===== src/rtl/cos_req_arbiter.sv =====
// Two-requester round-robin front end for a single cosine accelerator.
// One job in flight; a job that never completes is answered with err=1 after TIMEOUT wait cycles.
module cos_req_arbiter #(
    parameter int TIMEOUT = 200
) (
    input  logic        clk,
    input  logic        rst,
    input  logic        req0_valid,
    input  logic        req1_valid,
    input  logic [15:0] req0_x,
    input  logic [15:0] req1_x,
    input  logic [7:0]  req0_y,
    input  logic [7:0]  req1_y,
    output logic        req0_ready,
    output logic        req1_ready,
    output logic        rsp0_valid,
    output logic        rsp1_valid,
    output logic [15:0] rsp0_cos,
    output logic [15:0] rsp1_cos,
    output logic        rsp0_err,
    output logic        rsp1_err,
    input  logic        rsp0_ready,
    input  logic        rsp1_ready,
    output logic        acc_start,
    output logic [15:0] acc_xin,
    output logic [7:0]  acc_yin,
    input  logic        acc_done,
    input  logic [15:0] acc_cos,
    output logic        busy,
    output logic        grant_id
);

    typedef enum logic [1:0] {IDLE, ISSUE, WAIT, RESP} state_t;

    localparam logic [7:0] CNT_LAST = 8'(TIMEOUT - 1);

    state_t      state;
    logic        last_grant;
    logic        gid;
    logic [15:0] x_q;
    logic [7:0]  y_q;
    logic [7:0]  cnt;
    logic [15:0] res_q;
    logic        err_q;

    logic        sel;
    logic        sel_vld;
    logic        accept;
    logic        rsp_take;
    logic        in_job;

    // On a tie the requester that was not served last wins.
    assign sel_vld  = req0_valid | req1_valid;
    assign sel      = (req0_valid && req1_valid) ? ~last_grant : req1_valid;
    assign accept   = (state == IDLE) && sel_vld;
    assign rsp_take = gid ? rsp1_ready : rsp0_ready;
    assign in_job   = (state == ISSUE) || (state == WAIT);

    assign req0_ready = accept && !sel;
    assign req1_ready = accept && sel;

    assign acc_start = (state == ISSUE);
    assign acc_xin   = in_job ? x_q : 16'd0;
    assign acc_yin   = in_job ? y_q : 8'd0;
    assign busy      = (state != IDLE);
    assign grant_id  = gid;

    // Response fields are forced to zero for the requester that is not being answered.
    assign rsp0_valid = (state == RESP) && !gid;
    assign rsp1_valid = (state == RESP) && gid;
    assign rsp0_cos   = rsp0_valid ? res_q : 16'd0;
    assign rsp1_cos   = rsp1_valid ? res_q : 16'd0;
    assign rsp0_err   = rsp0_valid & err_q;
    assign rsp1_err   = rsp1_valid & err_q;

    always_ff @(posedge clk) begin
        if (!rst) begin
            state      <= IDLE;
            last_grant <= 1'b1;
            gid        <= 1'b0;
            x_q        <= 16'd0;
            y_q        <= 8'd0;
            cnt        <= 8'd0;
            res_q      <= 16'd0;
            err_q      <= 1'b0;
        end else begin
            case (state)
                IDLE: begin
                    if (accept) begin
                        gid   <= sel;
                        x_q   <= sel ? req1_x : req0_x;
                        y_q   <= sel ? req1_y : req0_y;
                        state <= ISSUE;
                    end
                end
                ISSUE: begin
                    cnt   <= 8'd0;
                    state <= WAIT;
                end
                WAIT: begin
                    // A completion on the last allowed cycle still counts as success.
                    if (acc_done) begin
                        res_q <= acc_cos;
                        err_q <= 1'b0;
                        state <= RESP;
                    end else if (cnt == CNT_LAST) begin
                        res_q <= 16'd0;
                        err_q <= 1'b1;
                        state <= RESP;
                    end else begin
                        cnt <= cnt + 8'd1;
                    end
                end
                RESP: begin
                    if (rsp_take) begin
                        last_grant <= gid;
                        state      <= IDLE;
                    end
                end
                default: state <= IDLE;
            endcase
        end
    end

endmodule


===== config.mk =====
export PLATFORM = sky130hd
export DESIGN_NAME = cos_req_arbiter
export DESIGN_NICKNAME = d
export VERILOG_FILES = /design/src/rtl/cos_req_arbiter.sv
export SDC_FILE = /design/constraint.sdc
export NUM_CORES = 1
export LEC_CHECK = 0
export BUFFER_PORTS_ARGS = -buffer_cell sky130_fd_sc_hd__buf_2
export CAP_MARGIN = 20
export CORE_UTILIZATION = 30
export CTS_CLUSTER_SIZE = 28
export DETAILED_ROUTE_END_ITERATION = 10
export SYNTH_ARGS = -nofsm -noshare
export SYNTH_HDL_FRONTEND = slang
export SYNTH_SLANG_ARGS = --single-unit

===== constraint.sdc =====
create_clock -name clk -period 2.4 [get_ports clk]
set_input_delay 0.48 -clock clk [delete_from_list [all_inputs] [get_ports clk]]
set_output_delay 0.48 -clock clk [all_outputs]
set_load 0.02 [all_outputs]

==> impl_metrics.sql <==
INSERT INTO impl_metrics (metric_group, metric, value, unit) VALUES
('run_status', 'run_status', 'completed', ''),
('pwr', 'comb_power_share', '0.462', ''),
('setup_path', 'worstPathCellList', 'inv_1 > ha_1 > buf_4 > and2_1 > buf_2', ''),
('cells_and_area', 'layout_cell_share_with_drive_strength_beyond_1', '0.393', ''),
('pwr', 'switching_share', '0.415', ''),
('worst_hold_path', 'worst_hold_path_type', 'input pin to flip-flop', ''),
('global_routing', 'first_global_vias', '2464', ''),
('setup_path', 'timing.critical_path.slowest_stage_cell', 'sky130_fd_sc_hd__dfxtp_1', ''),
('setup_path', 'worst_reg2reg_path_depth', '5', ''),
('job', 'cap_violations', '0', ''),
('timing', 'hold_slack', '380', 'ps'),
('setup_path', 'timing.critical_path.arrival', '1660', 'ps'),
('cts', 'post_cts_setup_repair_bufs', '0', ''),
('yosys', 'synth_edf_count', '0', ''),
('yosys', 'seq_area_frac_synth', '0.423', ''),
('floorplanning', 'rows', '32', ''),
('drt', 'antenna_left', '0', ''),
('cts', 'postCtsHoldBufs', '0', ''),
('pwr', 'power_density', '909', 'mW/mm^2'),
('drt', 'wl_per_cell', '14.2', 'um'),
('floorplanning', 'die-width', '93.4', 'um'),
('timing', 'number_of_endpoints_with_negative_hold_slack_in_the_final_report', '0', ''),
('cts', 'cts.htree.levels', '2', ''),
('yosys', 'synth_top_area_frac', '0.423', ''),
('setup_path', 'criticalPathCategory', 'flip-flop to output pin', ''),
('yosys', 'yosysTopAreaCell', 'sky130_fd_sc_hd__dfxtp_1', ''),
('pwr', 'psw', '0.00129', 'W'),
('floorplanning', 'floorplan.initialDensity', '0.318', ''),
('cells_and_area', 'num_antenna_cells', '0', ''),
('yosys', 'post_synth_main_area_contributors', 'sky130_fd_sc_hd__dfxtp_1 (42%), sky130_fd_sc_hd__and2_1 (10%), sky130_fd_sc_hd__a222oi_1 (9.6%), sky130_fd_sc_hd__a22o_1 (5.6%), sky130_fd_sc_hd__and3_1 (4.5%)', ''),
('yosys', 'netlist_instances', '277', ''),
('cts', 'cts_max_path_buffers', '2', ''),
('timing', 'final-setup-viol-count', '0', ''),
('yosys', 'count_of_yosys_warnings_during_synthesis', '0', ''),
('yosys', 'unique_cell_type_count_in_the_yosys_netlist', '38', ''),
('cells_and_area', 'areaGrowthSynthToFinish', '36.4', '%'),
('placed_design', 'finalWeightedCongestion', '0.791', ''),
('floorplanning', 'core_region_area', '0.00789', 'mm^2'),
('cells_and_area', 'fin_cells', '512', ''),
('drt', 'finalWirelength', '7.25', 'mm'),
('yosys', 'netlist_area', '0.00251', 'mm^2'),
('cts', 'clkTransAtPathRegs', '100', 'ps'),
('pwr', 'seqPwrFrac', '0.366', ''),
('setup_path', 'worstSetupEndpoint', 'acc_xin[7]', ''),
('setup_path', 'destination_of_the_worst_register_to_register_timing_path', 'res_q[9]', ''),
('pwr', 'ir_drop', '0.578', 'mV'),
('timing', 'setup_total_negative_slack', '0', 'ps'),
('cts', 'cells_resized_by_post_cts_repair', '0', ''),
('setup_path', 'crit_required', '1920', 'ps'),
('cts', 'cts-buffers-inserted', '5', ''),
('drt', 'initialDrtViolationCount', '202', ''),
('drt', 'drt_pre_antenna_iters', '6', ''),
('yosys', 'synth.ff_latch_count', '53', ''),
('timing', 'report.final.slew_viol_count', '0', ''),
('global_routing', 'grt_first_pass_wirelength', '11.7', 'mm'),
('placed_design', 'place_inst', '503', ''),
('yosys', 'synth.cells.most_frequent', 'sky130_fd_sc_hd__dfxtp_1 (53), sky130_fd_sc_hd__and2_1 (42), sky130_fd_sc_hd__nor2_1 (27)', ''),
('timing', 'tightestPinTransition', '724', 'ps'),
('drt', 'dr_total_vias', '2596', ''),
('global_routing', 'gr-usage-all-layers', '0.167', ''),
('yosys', 'synthFlopType', 'sky130_fd_sc_hd__dfxtp_1', ''),
('yosys', 'mappedNetlistNets', '354', ''),
('timing', 'timing.final.crit_share', '0.893', ''),
('yosys', 'ys_async_sr_fraction', '0', ''),
('global_routing', 'grt_antenna_before_repair', '0', ''),
('placed_design', 'post-dp-hpwl', '5.35', 'mm'),
('drt', 'post_drt_via_cell_ratio', '5.07', ''),
('pwr', 'portion_of_total_power_attributed_to_the_clock_network', '0.171', ''),
('placed_design', 'placement.io_buffers', '135', ''),
('setup_path', 'critical_path.endpoint_type', 'output pin', ''),
('floorplanning', 'die-height', '93.4', 'um');
## critical path: cells and delay by family (launching register included)
family	cells	cell delay, ps
DFF	1	400
adders and majority gates	1	300
buffers and inverters	3	490
and+or+nand+nor	1	160
## layout by cell type, fill, tap and decap left out, drive strengths merged, types with 2 or more instances in the layout
master and count:
mux2i 3, clkbuf 6, a22o 16, a211oi 2
nor3 3, o22ai 2, nor4 3, and3 18
dfxtp 53, ha 6, nor2b 2, buf 146
inv 7, a21oi 7, a21boi 3, and2 42
o21a 2, o21ai 5, nand2 14, a222oi 24
nand3 4, clkinv 2, nor2 27
## flip-flops by register name, indices dropped and copies added, names as in the netlist
signal / flops
grant_id: 1
err_q: 1
y_q: 8
res_q: 16
x_q: 16
state: 2
cnt: 8
last_grant: 1
## per-layer routing
layer / wire length (um) / part of all wire / vias up / track usage
li1: - / - / 1285 / -
met1: 3280 / 0.45 / 1208 / 0.212
met2: 3340 / 0.46 / 99 / 0.278
met3: 585 / 0.081 / 4 / 0.0504
met4: 44 / 0.0061 / 0 / 0.0372
met5: 0 / 0 / - / 0
## power groups by stage
| stage | Sequential (W) | Combinational, W | Clock (W) |
|---|---|---|---|
| 2_1_floorplan | 0.00112 | 0.000969 | 0 |
| 3_3_place_gp | 0.00115 | 0.00139 | 0 |
| 3_5_place_dp | 0.00115 | 0.00141 | 0 |
| 4_1_cts | 0.00114 | 0.00141 | 0.000552 |
| 5_1_grt | 0.00116 | 0.00159 | 0.000586 |
| 6_report | 0.00114 | 0.00144 | 0.000533 |
## metrics by stage
| stage | util | instance area, um^2 | power (W) | worst slack [ps] |
|---|---|---|---|---|
| 2_1_floorplan | - | 2510 | 0.00209 | 427 |
| 3_3_place_gp | 0.420 | 3310 | 0.00254 | 586 |
| 3_5_place_dp | 0.420 | 3310 | 0.00256 | 550 |
| 4_1_cts | 0.432 | 3410 | 0.00310 | 246 |
| 5_1_grt | 0.434 | 3420 | 0.00334 | 129 |
| 6_report | 0.434 | 3420 | 0.00311 | 258 |
## cell families after synthesis
logic type | Yosys count | synth area share
compound gates | 67 | 0.230
xor+xnor | 1 | 0.00349
fa+ha+maj | 6 | 0.0299
buf+inv | 28 | 0.0474
flops | 53 | 0.423
mux | 3 | 0.0120
simple gates | 119 | 0.254
## cell type report
type,instances,area (um^2),share of cell area
Multi-Input combinational cell,196,1350,0.393
Sequential cell,53,1060,0.310
Timing Repair Buffer,146,766,0.224
Tap cell,102,128,0.0373
Clock buffer,6,82.6,0.0241
Inverter,7,26.3,0.00768
Clock inverter,2,13.8,0.00402
## how the worst min path moves through the flow
stage	cells after the start	slack, ps	from	to
2_1_floorplan	1	450	res_q[10]	res_q[10]
3_3_place_gp	1	470	res_q[5]	res_q[5]
3_5_place_dp	1	470	res_q[5]	res_q[5]
4_1_cts	2	380	acc_cos[8]	res_q[8]
5_1_grt	2	370	acc_cos[10]	res_q[10]
6_report	2	380	acc_cos[7]	res_q[7]
No activity file was read; power rests on OpenSTA's default activity.
